==> config.mk <==
export PLATFORM = sky130hd
export DESIGN_NAME = lpt3_ram_master
export DESIGN_NICKNAME = d
export VERILOG_FILES = /design/src/rtl/lpt3_ram_master.sv
export SDC_FILE = /design/constraint.sdc
export NUM_CORES = 1
export LEC_CHECK = 0
export ABC_AREA = 1
export ABC_CLOCK_PERIOD_IN_PS = 3550
export CAP_MARGIN = 20
export CORE_MARGIN = 2
export CORE_UTILIZATION = 53
export CTS_CLUSTER_DIAMETER = 150
export DETAILED_ROUTE_END_ITERATION = 10
export GPL_TIMING_DRIVEN = 0
export PLACE_DENSITY = 0.82
export SLEW_MARGIN = 20
export SYNTH_ARGS = -nofsm -noshare
export SYNTH_HDL_FRONTEND = slang
export SYNTH_SLANG_ARGS = --single-unit
==> constraint.sdc <==
create_clock -name clk -period 3.55 [get_ports clk]
set_clock_uncertainty 0.1 [all_clocks]
set_input_delay 0.8875 -clock clk [delete_from_list [all_inputs] [get_ports clk]]
set_output_delay 0.8875 -clock clk [all_outputs]
set_load 0.01 [all_outputs]
==> src/rtl/lpt3_ram_master.sv <==
// -----------------------------------------------------------------------------
// lpt3_ram_master
//   Initiator for the single-port LPT3 RAM (combinational read, synchronous
//   write). Takes one command at a time over a valid/ready handshake, runs the
//   RAM cycles it needs, and returns one response word over a second
//   valid/ready handshake.
//
//   Commands (cmd_op):
//     00 READ  : rsp = RAM[addr]
//     01 WRITE : RAM[addr] = data, rsp = data
//     10 FILL  : RAM[addr .. addr+len-1] = data (wrapping), rsp = data
//     11 SUM   : rsp = sum of RAM[addr .. addr+len-1] mod 2**DW (wrapping)
//
// Ports
//   clk, rst_n           clock, asynchronous active-low reset
//   cmd_valid/cmd_ready  command handshake (ready only while idle)
//   cmd_op/addr/data/len command fields, sampled on the accepting edge only
//   rsp_valid/rsp_ready  response handshake; rsp_data held until taken
//   busy                 high whenever not idle
//   mem_addr/write/din   RAM request side
//   mem_dout             RAM read data (combinational function of mem_addr)
//
// Every output comes straight from a register or from a decode of the state
// register; no input reaches an output combinationally.
// -----------------------------------------------------------------------------
module lpt3_ram_master #(
  parameter int data_width = 9,
  parameter int addr_width = 3
) (
  input  logic                  clk,
  input  logic                  rst_n,
  input  logic                  cmd_valid,
  output logic                  cmd_ready,
  input  logic [1:0]            cmd_op,
  input  logic [addr_width-1:0] cmd_addr,
  input  logic [data_width-1:0] cmd_data,
  input  logic [addr_width:0]   cmd_len,
  output logic                  rsp_valid,
  input  logic                  rsp_ready,
  output logic [data_width-1:0] rsp_data,
  output logic                  busy,
  output logic [addr_width-1:0] mem_addr,
  output logic                  mem_write,
  output logic [data_width-1:0] mem_din,
  input  logic [data_width-1:0] mem_dout
);

  localparam int DW = data_width;
  localparam int AW = addr_width;

  localparam logic [1:0] OP_READ  = 2'b00;
  localparam logic [1:0] OP_WRITE = 2'b01;
  localparam logic [1:0] OP_FILL  = 2'b10;
  localparam logic [1:0] OP_SUM   = 2'b11;

  localparam logic [AW:0] CNT_ONE = (AW+1)'(1);

  typedef enum logic [2:0] {
    S_IDLE,
    S_READ,
    S_WRITE,
    S_FILL,
    S_SUM,
    S_RESP
  } state_t;

  state_t        r_state;
  state_t        w_state_next;

  logic [AW-1:0] r_addr;
  logic [DW-1:0] r_data;
  logic [AW:0]   r_cnt;
  logic [DW-1:0] r_acc;
  logic [DW-1:0] r_rsp_data;

  logic          w_accept;
  logic          w_len_zero;
  logic          w_last;
  logic [DW-1:0] w_acc_sum;

  assign w_accept   = (r_state == S_IDLE) && cmd_valid;
  assign w_len_zero = (cmd_len == '0);
  // The run ends on the edge that consumes the last remaining word.
  assign w_last     = (r_cnt == CNT_ONE);
  // Running sum including the word currently on mem_dout; wraps mod 2**DW.
  assign w_acc_sum  = r_acc + mem_dout;

  // The RAM address and write data are plain registers, so they simply hold
  // their last value outside the states that use them.
  assign mem_addr = r_addr;
  assign mem_din  = r_data;
  assign rsp_data = r_rsp_data;

  // State register.
  // NOTE: sequential state uses non-blocking assignments so every register
  // samples pre-edge values, independent of block ordering.
  always_ff @(posedge clk or negedge rst_n) begin
    if (!rst_n) r_state <= S_IDLE;
    else        r_state <= w_state_next;
  end

  // Next-state and output decode.
  // NOTE: every signal written here gets a default first, so no path leaves
  // one unassigned and no latch is inferred.
  always_comb begin
    w_state_next = r_state;
    cmd_ready    = 1'b0;
    rsp_valid    = 1'b0;
    busy         = 1'b1;
    mem_write    = 1'b0;
    case (r_state)
      S_IDLE: begin
        cmd_ready = 1'b1;
        busy      = 1'b0;
        if (cmd_valid) begin
          case (cmd_op)
            OP_READ:  w_state_next = S_READ;
            OP_WRITE: w_state_next = S_WRITE;
            OP_FILL:  w_state_next = w_len_zero ? S_RESP : S_FILL;
            default:  w_state_next = w_len_zero ? S_RESP : S_SUM;
          endcase
        end
      end
      S_READ:  w_state_next = S_RESP;
      S_WRITE: begin
        mem_write    = 1'b1;
        w_state_next = S_RESP;
      end
      S_FILL: begin
        mem_write = 1'b1;
        if (w_last) w_state_next = S_RESP;
      end
      S_SUM: begin
        if (w_last) w_state_next = S_RESP;
      end
      S_RESP: begin
        rsp_valid = 1'b1;
        if (rsp_ready) w_state_next = S_IDLE;
      end
      default: w_state_next = S_IDLE;
    endcase
  end

  // Datapath: command latch, run counter, accumulator and response word.
  always_ff @(posedge clk or negedge rst_n) begin
    if (!rst_n) begin
      r_addr     <= '0;
      r_data     <= '0;
      r_cnt      <= '0;
      r_acc      <= '0;
      r_rsp_data <= '0;
    end else begin
      case (r_state)
        S_IDLE: begin
          if (w_accept) begin
            r_addr <= cmd_addr;
            r_data <= cmd_data;
            r_cnt  <= cmd_len;
            r_acc  <= '0;
            // Zero-length runs skip straight to the response.
            if (w_len_zero && cmd_op == OP_FILL) r_rsp_data <= cmd_data;
            if (w_len_zero && cmd_op == OP_SUM)  r_rsp_data <= '0;
          end
        end
        S_READ:  r_rsp_data <= mem_dout;
        S_WRITE: r_rsp_data <= r_data;
        S_FILL: begin
          r_addr <= r_addr + 1'b1;
          r_cnt  <= r_cnt - 1'b1;
          if (w_last) r_rsp_data <= r_data;
        end
        S_SUM: begin
          r_acc  <= w_acc_sum;
          r_addr <= r_addr + 1'b1;
          r_cnt  <= r_cnt - 1'b1;
          if (w_last) r_rsp_data <= w_acc_sum;
        end
        default: ;
      endcase
    end
  end

endmodule
; Word level (Yosys, flattened, before mapping)
; Cells that the tools add are included.
[word_totals]
ff_bits = 37
word_cells = 65
output_inout_bits = 25
latchBits = 0
rom_bits = 0
mem_count = 0
mem_bits_rw = 0
in_bits = 31
[classes]
n_addsub = 3
shifts = 0
n_eq_ne = 16
n_lt_le_gt_ge = 0
bitwise = 0
div = 0
reduce_logical = 17
mux = 23
mul = 0
[ops]
columns = op, n
row1 = 2-to-1 mux 9 bit, 6
row2 = one-hot mux 9 bit (5 select lines), 1
row3 = one-hot mux 9 bit (2 select lines), 1
row4 = 2-to-1 mux 3 bit, 5
row5 = one-hot mux 3 bit (4 select lines), 1
row6 = != test 2 bit (second input constant), 5
row7 = adder 9 bit, 1
row8 = one-hot mux 3 bit (3 select lines), 1
row9 = one-hot mux 4 bit (2 select lines), 1
row10 = == test 3 x 2 -> 1 bit (second input constant), 2
row11 = == test 3 bit (second input constant), 2
row12 = one-hot mux 3 bit (2 select lines), 1
row13 = AND reduction 2 bit, 3
row14 = OR reduction 2 bit, 3
row15 = 2-to-1 mux 1 bit, 5
row16 = AND reduction 5 bit, 1
row17 = nonzero test 5 bit, 1
row18 = == test 2 bit (second input constant), 2
row19 = == test 4 x 1 -> 1 bit (second input constant), 1
row20 = logical NOT 4 bit, 1
row21 = 2-to-1 mux 4 bit, 1
row22 = nonzero test 2 bit, 2
row23 = subtractor 4 x 1 -> 4 bit (second input constant), 1
row24 = adder 3 x 1 -> 3 bit (second input constant), 1
row25 = other kinds (8), 10

; Logic depth before layout (Yosys ltp)
[logic_depth]
depth_word = 6
mapped_depth = 12
mapped_depth_nobuf = 12

; Worst setup path before layout
; OpenSTA, ideal clock, no wires.
[synth_path]
kind = input to register
startpoint = in mem_dout[0]
endpoint = reg r_rsp_data[6] (netlist: rsp_data[6])
path_buffers = 0
stages = 10
arrival_time_ns = 2.093
setup_ns = 0.117
required_ns = 3.333
slack_ns = 1.241
cell_sequence = ha_1 > fa_1 > nand2_1 > nand3_1 > nand3_1 > nand3_1 > nand3_1 > nand2_1 > nor2_1 > nor2_1
[synth_via]
elab_chain_len = 3
[synth_lines]
columns = element, line_no
row1 = start: declaration, 45  ; input logic [data_width-1:0] mem_dout
row2 = adder 9 bit, 86  ; assign w_acc_sum = r_acc + mem_dout;
row3 = 2-to-1 mux 9 bit, 176  ; if (w_last) r_rsp_data <= w_acc_sum;
row4 = one-hot mux 9 bit (5 select lines), 153  ; case (r_state)
row5 = end signal: assignment, 161  ; if (w_len_zero && cmd_op == OP_FILL) r_rsp_data <= cmd_data;
row6 = end signal: assignment, 165  ; S_READ: r_rsp_data <= mem_dout;
row7 = end signal: assignment, 176
row8 = end: declaration, 74  ; logic [DW-1:0] r_rsp_data;
; Every way passes these cells. The select of a mux whose other input is x is not followed.
; A chain may end at the register's enable or synchronous reset.

; Final worst setup path
[layout_path]
startpoint = reg r_state[2]
endpoint = out mem_write
[layout_via]
elab_chain_len = 3
elab_cells_between_ends = 4
classes_between = eq/ne (2) / mux (1) / reduce/logical (1)
[layout_lines]
columns = element, line_no
row1 = start: declaration, 67  ; state_t r_state;
row2 = start signal: assignment, 99  ; else r_state <= w_state_next;
row3 = == test 3 x 2 -> 1 bit, 111  ; case (r_state)
row4 = OR reduction 2 bit (no source line) *, -
row5 = 2-to-1 mux 1 bit *, 111
row6 = end: declaration, 43  ; output logic mem_write,
; Every way passes the cells marked *; elsewhere a longest branch is shown, timed or not.

==> results.sh <==
export IMPL_required_ns=2.56
export IMPL_num_rows=23
export IMPL_detail_route_antenna_nets=0
export IMPL_final_common_cell="nand2_1"
export IMPL_hold_path_class="input pin to async pin"
export IMPL_fin_util_pct=73.7
export IMPL_cts_htree_levels=2
export IMPL_seq_area_frac_synth_pct=40.6
export IMPL_grt_pass1_vias=2106
export IMPL_die_h_um=69.6
export IMPL_slew_headroom_pct=57.6
export IMPL_p_leak_nw=1.51
export IMPL_cts_sinks=37
export IMPL_synth_edf_count=0
export IMPL_grt_use_total_pct=25.4
export IMPL_place_inst=406
export IMPL_ios=56
export IMPL_rsz0062_at_grt="no"
export IMPL_ys_seq_elements=37
export IMPL_wl_per_cell_um=13.7
export IMPL_cellPowerDensity_mw_per_mm2=894
export IMPL_tns_ns=0
export IMPL_stdcell_count=414
export IMPL_placed_area_mm2=0.00291
export IMPL_io_buffers=55
export IMPL_numCtsBuffers=5
export IMPL_finalCritPeriodShare_pct=78.1
export IMPL_avgSynthCellArea_um2=7.60
export IMPL_antenna_found_initial=0
export IMPL_via_per_inst=5.27
export IMPL_post_place_ws_ns=0.582
export IMPL_synthArstFlopShare_pct=100
export IMPL_fillers=316
export IMPL_clock_root_buffer="clkbuf_8"
export IMPL_yosys_warnings=0
export IMPL_critPathLaunchType="register"
export IMPL_yosysTopAreaCell="dfrtp_1"
export IMPL_slew_viol_final=0
export IMPL_area_growth_pct=31.2
export IMPL_fmax_mhz=361
export IMPL_synthDistinctLibCells=38
export IMPL_syn_instance_count=300
export IMPL_routed_wl_um=5660
export IMPL_synth_top_cell_area_share_pct=40.6
export IMPL_insertedDiodeCount=0
export IMPL_setup_viol=0
export IMPL_clk_path_buf_depth=2
export IMPL_post_cts_setup_buffers=0
export IMPL_ctsResizeCount=0
export IMPL_die_area_mm2=0.00484
export IMPL_final_nets=406
export IMPL_cts_clk_slew_worst_paths_ns=0.07
export IMPL_grt_max_degree=27
export IMPL_tightest_slew_ns=0.633
export IMPL_vias=2181
export IMPL_finalHoldViolCount=0
export IMPL_die_width_um=69.6
export IMPL_postLayoutCellArea_mm2=0.00299
export IMPL_hold_buffers=0
export IMPL_core_mm2=0.00406
export IMPL_drc=0
export IMPL_mostFrequentLayoutCells="nand2_1, clkdlybuf4s50_1, inv_1"
export IMPL_place_gp_congestion=0.885
export IMPL_start_util_pct=56.2
export IMPL_syn_area_mm2=0.00228
export IMPL_drtPass1Iterations=4
export IMPL_min_period_ns=2.77
export IMPL_status="finished, final reports clean"
export IMPL_max_cap_violations=0
export IMPL_syn_num_nets=343
export IMPL_ir_drop_mv=0.601
export IMPL_drtIter0Drc=137
export IMPL_grt_ovfl_total=0
export IMPL_worstPathArrival_ns=1.78
export IMPL_setup_slack_ns=0.779
export IMPL_worstSetupPathType="register to output pin"
export IMPL_hpwlAfterDp_um=4390
export IMPL_ys_flop_type="dfrtp_1"
export IMPL_grt_pass1_wl_um=9980
export IMPL_drive_above_1_share_pct=8.52
export IMPL_worstPathMaxFanout=8
export IMPL_cp_end_kind="output pin"
export IMPL_worstSkewPairLatency_ns=0.29
export IMPL_synth_area_leaders="dfrtp_1, nand2_1, inv_1, ha_1, nor2_1"
export IMPL_cts_tree="done"
==> flip-flops by register name, summed over array words and instances, names as in the netlist <==
register	flops
mem_addr	3
mem_din	9
r_acc	9
r_cnt	4
r_state	3
rsp_data	9
==> final timing paths <==
kind,slack [ns],depth (start not counted),endpoint,from
worst min-delay path,0.38,1,rsp_data[3],rst_n
worst max register to register,1.55,10,rsp_data[8],r_acc[0]
max in group asynchronous,2.54,2,r_acc[5],rst_n
worst max-delay path,0.78,4,mem_write,r_state[2]
min in group clk,0.39,2,r_acc[5],r_acc[5]
worst min register to register,0.39,2,r_acc[5],r_acc[5]
==> cell type report <==
type / instances / area (µm²) / share of cell area (%)
multi-input combinational: 214 / 1160 / 38.8
sequential: 37 / 926 / 30.9
timing repair buffer: 56 / 566 / 18.9
inverter: 46 / 175 / 5.86
clock buffer: 6 / 72.6 / 2.43
tap: 50 / 62.6 / 2.09
buffer: 3 / 20.0 / 0.669
clock inverter: 2 / 10.0 / 0.335
==> critical path, stage by stage, from the launching register on <==
cell	delay, ns
dfrtp_1	0.45
inv_2	0.17
nand2_1	0.14
inv_2	0.17
clkdlybuf4s50_1	0.56
==> cells in the mapped netlist (2+ instances only) <==
master	number
nand2_1	73
nand3_1	23
nand2_2	2
o21ai_0	11
or2_1	2
a221oi_1	2
o22ai_1	5
inv_2	5
nand4_1	4
nand2_4	3
nor2_2	2
ha_1	11
dfrtp_1	37
mux2_2	2
xor2_1	2
o21ai_1	3
nor2_1	33
inv_1	40
a22oi_1	5
a21oi_1	17
==> report_power, final <==
part | leakage, nW | total (mW) | internal [mW] | switching, mW
sequential | 0.442 | 0.776 | 0.631 | 0.146
clock | 0.0450 | 0.284 | 0.136 | 0.148
combinational | 1.02 | 1.62 | 0.695 | 0.921
==> metal layers <==
layer	up-vias	wire [µm]	track usage, %
met4	0	48	6.10
met3	7	240	4.36
met5	-	0	0
met2	46	2650	41.3
li1	1113	-	-
met1	1015	2710	35.3
==> cell families (layout without fill, tap and decap cells) <==
group	after synthesis	count (layout)	synth area share [%]
simple gates	146	146	28.2
compound gates	51	51	13.4
buf+inv	49	113	8.56
flops	37	37	40.6
fa+ha+maj	12	12	6.91
mux	3	3	1.48
xor+xnor	2	2	0.768
==> per-stage QoR <==
step | hold WS, ns | total power [mW]
floorplan | 0.354 | 1.79
global placement | 0.368 | 2.34
detailed placement | 0.370 | 2.38
CTS | 0.386 | 2.68
global route | 0.396 | 2.94
finish | 0.380 | 2.68
(Power assumes the default switching activity.)
